[config.mk]
export PLATFORM = sky130hd
export DESIGN_NAME = gecko_execute_muldiv
export DESIGN_NICKNAME = d
export VERILOG_FILES = /design/src/rtl/gecko_execute_muldiv.sv
export SDC_FILE = /design/constraint.sdc
export NUM_CORES = 1
export LEC_CHECK = 0
export CAP_MARGIN = 20
export CORE_ASPECT_RATIO = 1.25
export CORE_MARGIN = 2
export CORE_UTILIZATION = 50
export CTS_BUF_LIST = sky130_fd_sc_hd__clkbuf_16
export DETAILED_ROUTE_END_ITERATION = 8
export PLACE_DENSITY = 0.7
export SLEW_MARGIN = 20
export SYNTH_ARGS = -nofsm -noshare
export SYNTH_HDL_FRONTEND = slang
export SYNTH_SLANG_ARGS = --single-unit
[constraint.sdc]
create_clock -name clk -period 7.1 [get_ports clk]
set_input_delay 1.065 -clock clk [delete_from_list [all_inputs] [get_ports clk]]
set_output_delay 1.065 -clock clk [all_outputs]
set_load 0.02 [all_outputs]
[src/rtl/gecko_execute_muldiv.sv]
// Iterative RV32M/RV64M multiply/divide unit: shift-add multiplier and restoring divider.
// Optional macro GECKO_MULDIV_FASTPATH_EN completes trivial operands at accept.
module gecko_execute_muldiv #(
    parameter int XLEN           = 32,
    parameter int BITS_PER_CYCLE = 1
) (
    input  logic            clk,
    input  logic            rst,
    input  logic            cmd_valid,
    output logic            cmd_ready,
    input  logic [2:0]      cmd_op,
    input  logic [XLEN-1:0] cmd_rs1,
    input  logic [XLEN-1:0] cmd_rs2,
    input  logic [4:0]      cmd_reg_addr,
    input  logic            cmd_speculative,
    input  logic            flush,
    output logic            result_valid,
    input  logic            result_ready,
    output logic [XLEN-1:0] result_value,
    output logic [4:0]      result_addr,
    output logic            busy
);
    localparam int ITER = XLEN / BITS_PER_CYCLE;
    localparam int CW   = $clog2(ITER + 1);

    typedef enum logic [1:0] {S_IDLE, S_BUSY, S_DONE} state_t;

    state_t            state_q, state_d;
    logic [CW-1:0]     count_q, count_d;
    logic [XLEN-1:0]   hi_q, hi_d, lo_q, lo_d, opb_q, opb_d;
    logic [2:0]        op_q, op_d;
    logic [4:0]        addr_q, addr_d;
    logic              spec_q, spec_d, sa_q, sa_d, sb_q, sb_d, bzero_q, bzero_d;
    logic              result_valid_q, result_valid_d;
    logic [XLEN-1:0]   result_value_q, result_value_d;
    logic [4:0]        result_addr_q, result_addr_d;

    logic              a_signed, b_signed, sa_cmd, sb_cmd;
    logic [XLEN-1:0]   amag, bmag, hi_it, lo_it, fin;
    logic [XLEN:0]     sum, rsh, diff;
    logic [2*XLEN-1:0] prod, prod_n;

    // Operand magnitudes and effective signs, decided at accept.
    always_comb begin
        a_signed = (cmd_op == 3'd0) || (cmd_op == 3'd1) || (cmd_op == 3'd2) ||
                   (cmd_op == 3'd4) || (cmd_op == 3'd6);
        b_signed = (cmd_op == 3'd0) || (cmd_op == 3'd1) ||
                   (cmd_op == 3'd4) || (cmd_op == 3'd6);
        sa_cmd   = a_signed & cmd_rs1[XLEN-1];
        sb_cmd   = b_signed & cmd_rs2[XLEN-1];
        amag     = sa_cmd ? -cmd_rs1 : cmd_rs1;
        bmag     = sb_cmd ? -cmd_rs2 : cmd_rs2;
    end

    // hi/lo hold accumulator/multiplier for MUL and remainder/quotient for DIV.
    always_comb begin
        hi_it = hi_q;
        lo_it = lo_q;
        sum   = '0;
        rsh   = '0;
        diff  = '0;
        for (int i = 0; i < BITS_PER_CYCLE; i++) begin
            if (!op_q[2]) begin
                sum   = {1'b0, hi_it} + (lo_it[0] ? {1'b0, opb_q} : '0);
                lo_it = {sum[0], lo_it[XLEN-1:1]};
                hi_it = sum[XLEN:1];
            end else begin
                rsh   = {hi_it, lo_it[XLEN-1]};
                lo_it = {lo_it[XLEN-2:0], 1'b0};
                diff  = rsh - {1'b0, opb_q};
                if (!diff[XLEN]) begin
                    hi_it    = diff[XLEN-1:0];
                    lo_it[0] = 1'b1;
                end else begin
                    hi_it = rsh[XLEN-1:0];
                end
            end
        end
    end

    always_comb begin
        prod   = {hi_it, lo_it};
        prod_n = -prod;
        fin    = '0;
        case (op_q)
            3'd0:                fin = (sa_q ^ sb_q) ? prod_n[XLEN-1:0] : prod[XLEN-1:0];
            3'd1, 3'd2, 3'd3:    fin = (sa_q ^ sb_q) ? prod_n[2*XLEN-1:XLEN] : prod[2*XLEN-1:XLEN];
            // Divide by zero must yield all-ones even when the dividend is negative.
            3'd4, 3'd5:          fin = bzero_q ? '1 : ((sa_q ^ sb_q) ? -lo_it : lo_it);
            default:             fin = sa_q ? -hi_it : hi_it;
        endcase
    end

`ifdef GECKO_MULDIV_FASTPATH_EN
    logic            fast_hit;
    logic [XLEN-1:0] fast_val;
    logic            ovf_cmd;

    always_comb begin
        ovf_cmd  = ((cmd_op == 3'd4) || (cmd_op == 3'd6)) &&
                   (cmd_rs1 == {1'b1, {(XLEN-1){1'b0}}}) && (cmd_rs2 == '1);
        fast_hit = 1'b0;
        fast_val = '0;
        if (!cmd_op[2]) begin
            fast_hit = (cmd_rs1 == '0) || (cmd_rs2 == '0);
        end else if (cmd_rs2 == '0) begin
            fast_hit = 1'b1;
            fast_val = cmd_op[1] ? cmd_rs1 : '1;
        end else if (ovf_cmd) begin
            fast_hit = 1'b1;
            fast_val = cmd_op[1] ? '0 : cmd_rs1;
        end
    end
`endif

    always_comb begin
        state_d        = state_q;
        count_d        = count_q;
        hi_d           = hi_q;
        lo_d           = lo_q;
        opb_d          = opb_q;
        op_d           = op_q;
        addr_d         = addr_q;
        spec_d         = spec_q;
        sa_d           = sa_q;
        sb_d           = sb_q;
        bzero_d        = bzero_q;
        result_valid_d = result_valid_q;
        result_value_d = result_value_q;
        result_addr_d  = result_addr_q;
        cmd_ready      = rst && (state_q == S_IDLE) && !flush;
        busy           = (state_q != S_IDLE);

        case (state_q)
            S_IDLE: begin
                if (cmd_valid && cmd_ready) begin
                    hi_d    = '0;
                    lo_d    = amag;
                    opb_d   = bmag;
                    op_d    = cmd_op;
                    addr_d  = cmd_reg_addr;
                    spec_d  = cmd_speculative;
                    sa_d    = sa_cmd;
                    sb_d    = sb_cmd;
                    bzero_d = (cmd_rs2 == '0);
                    count_d = CW'(ITER - 1);
                    state_d = S_BUSY;
`ifdef GECKO_MULDIV_FASTPATH_EN
                    if (fast_hit) begin
                        count_d        = '0;
                        state_d        = S_DONE;
                        result_valid_d = 1'b1;
                        result_value_d = fast_val;
                        result_addr_d  = cmd_reg_addr;
                    end
`endif
                end
            end
            S_BUSY: begin
                hi_d    = hi_it;
                lo_d    = lo_it;
                count_d = count_q - 1'b1;
                if (count_q == '0) begin
                    count_d        = '0;
                    state_d        = S_DONE;
                    result_valid_d = 1'b1;
                    result_value_d = fin;
                    result_addr_d  = addr_q;
                end
                if (spec_q && flush) begin
                    state_d        = S_IDLE;
                    result_valid_d = 1'b0;
                end
            end
            S_DONE: begin
                if (result_ready || (spec_q && flush)) begin
                    state_d        = S_IDLE;
                    result_valid_d = 1'b0;
                end
            end
            default: begin
                state_d        = S_IDLE;
                result_valid_d = 1'b0;
            end
        endcase
    end

    always_ff @(posedge clk or negedge rst) begin
        if (!rst) begin
            state_q        <= S_IDLE;
            count_q        <= '0;
            hi_q           <= '0;
            lo_q           <= '0;
            opb_q          <= '0;
            op_q           <= '0;
            addr_q         <= '0;
            spec_q         <= 1'b0;
            sa_q           <= 1'b0;
            sb_q           <= 1'b0;
            bzero_q        <= 1'b0;
            result_valid_q <= 1'b0;
            result_value_q <= '0;
            result_addr_q  <= '0;
        end else begin
            state_q        <= state_d;
            count_q        <= count_d;
            hi_q           <= hi_d;
            lo_q           <= lo_d;
            opb_q          <= opb_d;
            op_q           <= op_d;
            addr_q         <= addr_d;
            spec_q         <= spec_d;
            sa_q           <= sa_d;
            sb_q           <= sb_d;
            bzero_q        <= bzero_d;
            result_valid_q <= result_valid_d;
            result_value_q <= result_value_d;
            result_addr_q  <= result_addr_d;
        end
    end

    assign result_valid = result_valid_q;
    assign result_value = result_value_q;
    assign result_addr  = result_addr_q;
endmodule

Word level (Yosys, flattened, before mapping)
Index checks and enable logic that the tools add are counted. Widths: inputs -> output; s select.

Add/subtract/negate cells: 8. Equal/unequal tests: 14. Multiplexer cells: 29. Bitwise gates (word level): 4. Reductions and logical operators: 26.

Operators by type and width (count): $mux 32 (13); $neg 32->32 (4); $pmux 32 s2 (2); $pmux 32 s3 (1); $neg 64->64 (1); $add 32x32->33 (1); $sub 33x32->33 (1); $logic_not 32->1 (1); $eq 3x3->1 const B (4); $mux 6 (2); $pmux 6 s2 (1); $eq 3x2->1 const B (3); $mux 2 (4); $logic_or 1x1->1 (7); $eq 3x1->1 const B (2); $logic_not 3->1 (2); $logic_not 6->1 (1); $pmux 2 s3 (1); $reduce_and 2->1 (3); $reduce_and 3->1 (2); $sub 6x1->6 const B (1); $logic_and 1x1->1 (4); $mux 1 (4); $reduce_bool 2->1 (2); other kinds (13) (14).

Register bits: 154. Bits of input ports: 78. Output and inout port bits: 40. Logic and storage cells: 95.

Logic depth before layout (Yosys ltp)
Depth in word-level cells: 9. Gate-level depth with buffers: 22. Gate-level depth less buffers: 20.

Least setup slack after synthesis
No wires, ideal clock.

Path kind: register to register. Start: register hi_q[20]. End: register result_value_q[28] (netlist: result_value[28]). Library setup time: 82 ps. Data arrival time: 4807 ps. Required time: 7018 ps. Path slack: 2211 ps. Stages on the path, launching flop included: 19. Buffers on the path: 2. Clock period less this slack: 4889 ps. Path through: dfrtp_1 > ha_1 > a21oi_4 > o21ai_4 > a221oi_4 > or4b_4 > o2bb2ai_4 > buf_6 > o21ai_0 > a31oi_2 > ha_1 > nor4b_4 > nand4_2 > or4_1 > buf_6 > nor4_1 > mux2i_1 > a21oi_1 > a31oi_1.

Cells in the longest elaborated chain, start to end: 7. Elaborated cells on any way between the ends: 15. Those cells by class: 5 x add/sub; 10 x mux.

Ends and longest elaborated chain: start, declared (line 30) `logic [XLEN-1:0] hi_q, hi_d, lo_q, lo_d, opb_q, opb_d;`; start signal, assigned (line 207) `hi_q <= hi_d;`; $sub 33x32->33 (line 70) `diff = rsh - {1'b0, opb_q};`; $mux 1 (line 71) `if (!diff[XLEN]) begin`; $mux 32 (line 63) `if (!op_q[2]) begin`; $neg 32->32 (line 89) `3'd4, 3'd5: fin = bzero_q ? '1 : ((sa_q ^ sb_q) ? -lo_it : lo_it);`; $mux 32 (2 in series) (line 89); $pmux 32 s3 * (line 85) `case (op_q)`; end signal, assigned (line 217) `result_value_q <= result_value_d;`; end, declared (line 35) `logic [XLEN-1:0] result_value_q, result_value_d;`.

Mark *: on every way between the ends. The rest lies on a longest branch, timed or not. A chain may end at the register's enable or synchronous reset.

Worst setup path after layout
Start: register hi_q[18]. End: register result_value_q[28] (netlist: result_value[28]).

The elaborated chain is that of the path after synthesis.

==> run summary <==
Worst setup SP type = register
syn avg cell area = 7.725 um2
RSZ-0062 raised after global routing = false
Rows = 71
Critical Path End Type = register
Total GRT Usage = 34.58%
total gr overflow = 0
period utilization = 83.04%
adder-cell area share of the yosys netlist = 6.009%
# setup viols final = 0
via count = 15590
most common cell in the netlist = nand2_1
Post-DRT Antenna Nets = 0
critical path arrival = 6.25 ns
Top FF cell, synth = dfrtp_1
Vias/cell = 6.378
die area = 31910 um2
GRT busiest layer = met2
Hold Path Class = reg2reg
largest area contributor in the netlist = dfrtp_1
mux contribution to synthesized area = 2.528%
Yosys top cell area share = 25.28%
Final Hold Fails = 0
clock sink count = 154
Initial DRC Count = 1366
Reg area = 3857 um2
met2 GRT Util = 58.46%
# IOs = 118
measured slew at the worst slew-check pin = 1.063 ns
first-pass GRT wire length = 85820 um
CP max FO = 17
share of post-route cells with drive strength above 1 = 5.776%
most frequent cells after synthesis = nand2_1, o21ai_0, dfrtp_1, a21oi_1, nor2_1
Port Buf Inserts = 117
Layout Cells excl Fill = 2444
Layout Skew = 0.01268 ns
Slew Limit Headroom = 28.66%
number of global-route vias before repair = 15020
Post-synth EDFFs = 0
pin count of the biggest net entering global routing = 105
Clock Tree Buf Depth = 2
met3 GRT Util = 4.940%
syn_nets = 2123
Area contributors post-synth = dfrtp_1, nand2_1, xnor2_1
Die Y-Extent = 199.2 um
DP Cell Count = 2413
GPL Wtd Cong = 1.033
Max Cap Viol = 0
Sum Neg Setup Slack = 0 ns
ys async rst share = 100.0%
wirelength, routed = 54670 um
number of gates resized after CTS = 0
DRC errors left = 0
area occupied by multi-input gates = 10590 um2
1st-pass router iterations = 5
Root Driver = clkbuf_16
cts bufs inserted = 17
Post-CTS Repair Setup Buffers = 0
path type of the worst setup path = reg2reg
Fmax = 169.6 MHz
Worst Path Required = 7.46 ns
routed len/inst = 22.37 um
Worst-Skew Late Latency = 0.44 ns
number of synthesized register bits = 154
Yosys warning count = 0
Final Net Count = 2182
Die X = 160.2 um
post-synthesis simple-gate area fraction = 22.39%
Worst-path clk slew = 0.07 ns
number of hold buffers added after cts = 0
main combinational cell family by area after synthesis = compound AO/OA/AOI/OAI gates
Tmin final = 5.896 ns
initial antenna violation count = 0
Slew Limit Fails = 0
Unique masters post-synth = 93
initial core utilization = 50.76%
diode count = 0
Syn-to-layout area delta = 13.51%
CTS tree = yes
core area = 30030 um2
dpl hpwl = 41460 um
met1 usage = 40.21%
outcome = complete, no violations
post-synthesis cell count = 1973
Post-Synth XOR/XNOR Area = 10.29%
Seq/Total Area, Yosys = 25.28%
Mapped Area = 15240 um2
htree depth = 4
FILL cells = 2917
Compound-Gate Fraction of Synth Area = 28.06%
[per-stage QoR]
stage | worst slack, ns | utilization [%] | hold WS, ns | area, um2
after global placement | 1.449 | 55.45 | 0.4455 | 16650
after global routing | 0.7622 | 57.62 | 0.4958 | 17300
after CTS | 1.251 | 57.58 | 0.4528 | 17290
after detailed placement | 1.299 | 55.45 | 0.4473 | 16650
after floorplan | 2.211 | - | 0.4374 | 15240
final | 1.204 | 57.62 | 0.4565 | 17300
[cell type report]
| cell class | count | share of cell area (%) |
|---|---|---|
| Multi-Input combinational cell | 1638 | 61.19 |
| Sequential cell | 154 | 22.30 |
| Timing Repair Buffer | 153 | 8.432 |
| Tap cell | 401 | 2.900 |
| Clock buffer | 17 | 2.459 |
| Inverter | 68 | 1.475 |
| Clock inverter | 13 | 1.251 |
[critical path, cell delays in order, from the launching register on]
cell,delay (ns)
dfrtp_1,0.42
ha_1,0.43
a21oi_1,0.31
o21ai_2,0.15
a221oi_4,0.32
or4b_4,0.55
o2bb2ai_4,0.30
buf_4,0.29
o21ai_0,0.17
a31oi_2,0.43
ha_1,0.28
nor4b_4,0.25
nand4_2,0.23
or4_1,0.76
nor4_1,0.40
mux2i_1,0.22
a21oi_1,0.09
a31oi_1,0.20
[cell families after synthesis]
logic type,after synthesis
AOI/OAI and AO/OA,641
xor gates and xnor gates,179
adders and majority gates,72
buffers and inverters,181
DFF,154
muxes,38
and+or+nand+nor,708
[registers in the layout, summed over array words and instances, names as in the netlist]
signal and count:
hi_q 32, lo_q 32, opb_q 32, result_value 32
count_q 6, addr_q 5, result_addr 5, op_q 3
state_q 2, bzero_q 1, result_valid 1, sa_q 1
sb_q 1, spec_q 1
[per-layer routing]
layer / vias up / part of all wire, % / wire length [um]
met4: 0 / 8.4 / 4574
met1: 7370 / 39 / 21080
met5: - / 0 / 0
li1: 7346 / - / -
met3: 188 / 6.0 / 3279
met2: 685 / 47 / 25740
[final timing paths]
check	from	to	slack [ns]	cells after the start
worst max register to register	hi_q[18]	result_value[28]	1.20	17
worst min register to register	addr_q[0]	result_addr[0]	0.46	2
min in group asynchronous	rst	spec_q	0.65	1
max in group asynchronous	rst	op_q[2]	4.85	2
worst max-delay path	hi_q[18]	result_value[28]	1.20	17
worst min-delay path	addr_q[0]	result_addr[0]	0.46	2
[cells in the final DEF (no fill, tap or decap), types with 10 or more instances in the layout]
cell / instances
o211ai_1: 17
nand3_1: 66
or3_1: 26
nand2b_1: 10
o22ai_1: 11
nor2b_1: 10
xor2_1: 66
a211oi_1: 19
a21oi_1: 150
inv_1: 68
nor3_1: 50
dfrtp_1: 153
and2_1: 56
nor2_1: 125
clkdlybuf4s50_1: 116
nand4_1: 21
o21ai_0: 165
clkbuf_16: 17
xnor2_1: 111
ha_1: 70
and3_1: 17
o21bai_1: 10
nand2_1: 261
o31ai_1: 34
mux2i_1: 34
nor4_1: 17
a21o_1: 30
a31oi_1: 34
o221ai_1: 38
o21a_1: 18
buf_4: 34
Power is left out: the tool's default activity adds up to more than one toggle a clock period on the data nets, which glitch-free logic cannot reach.
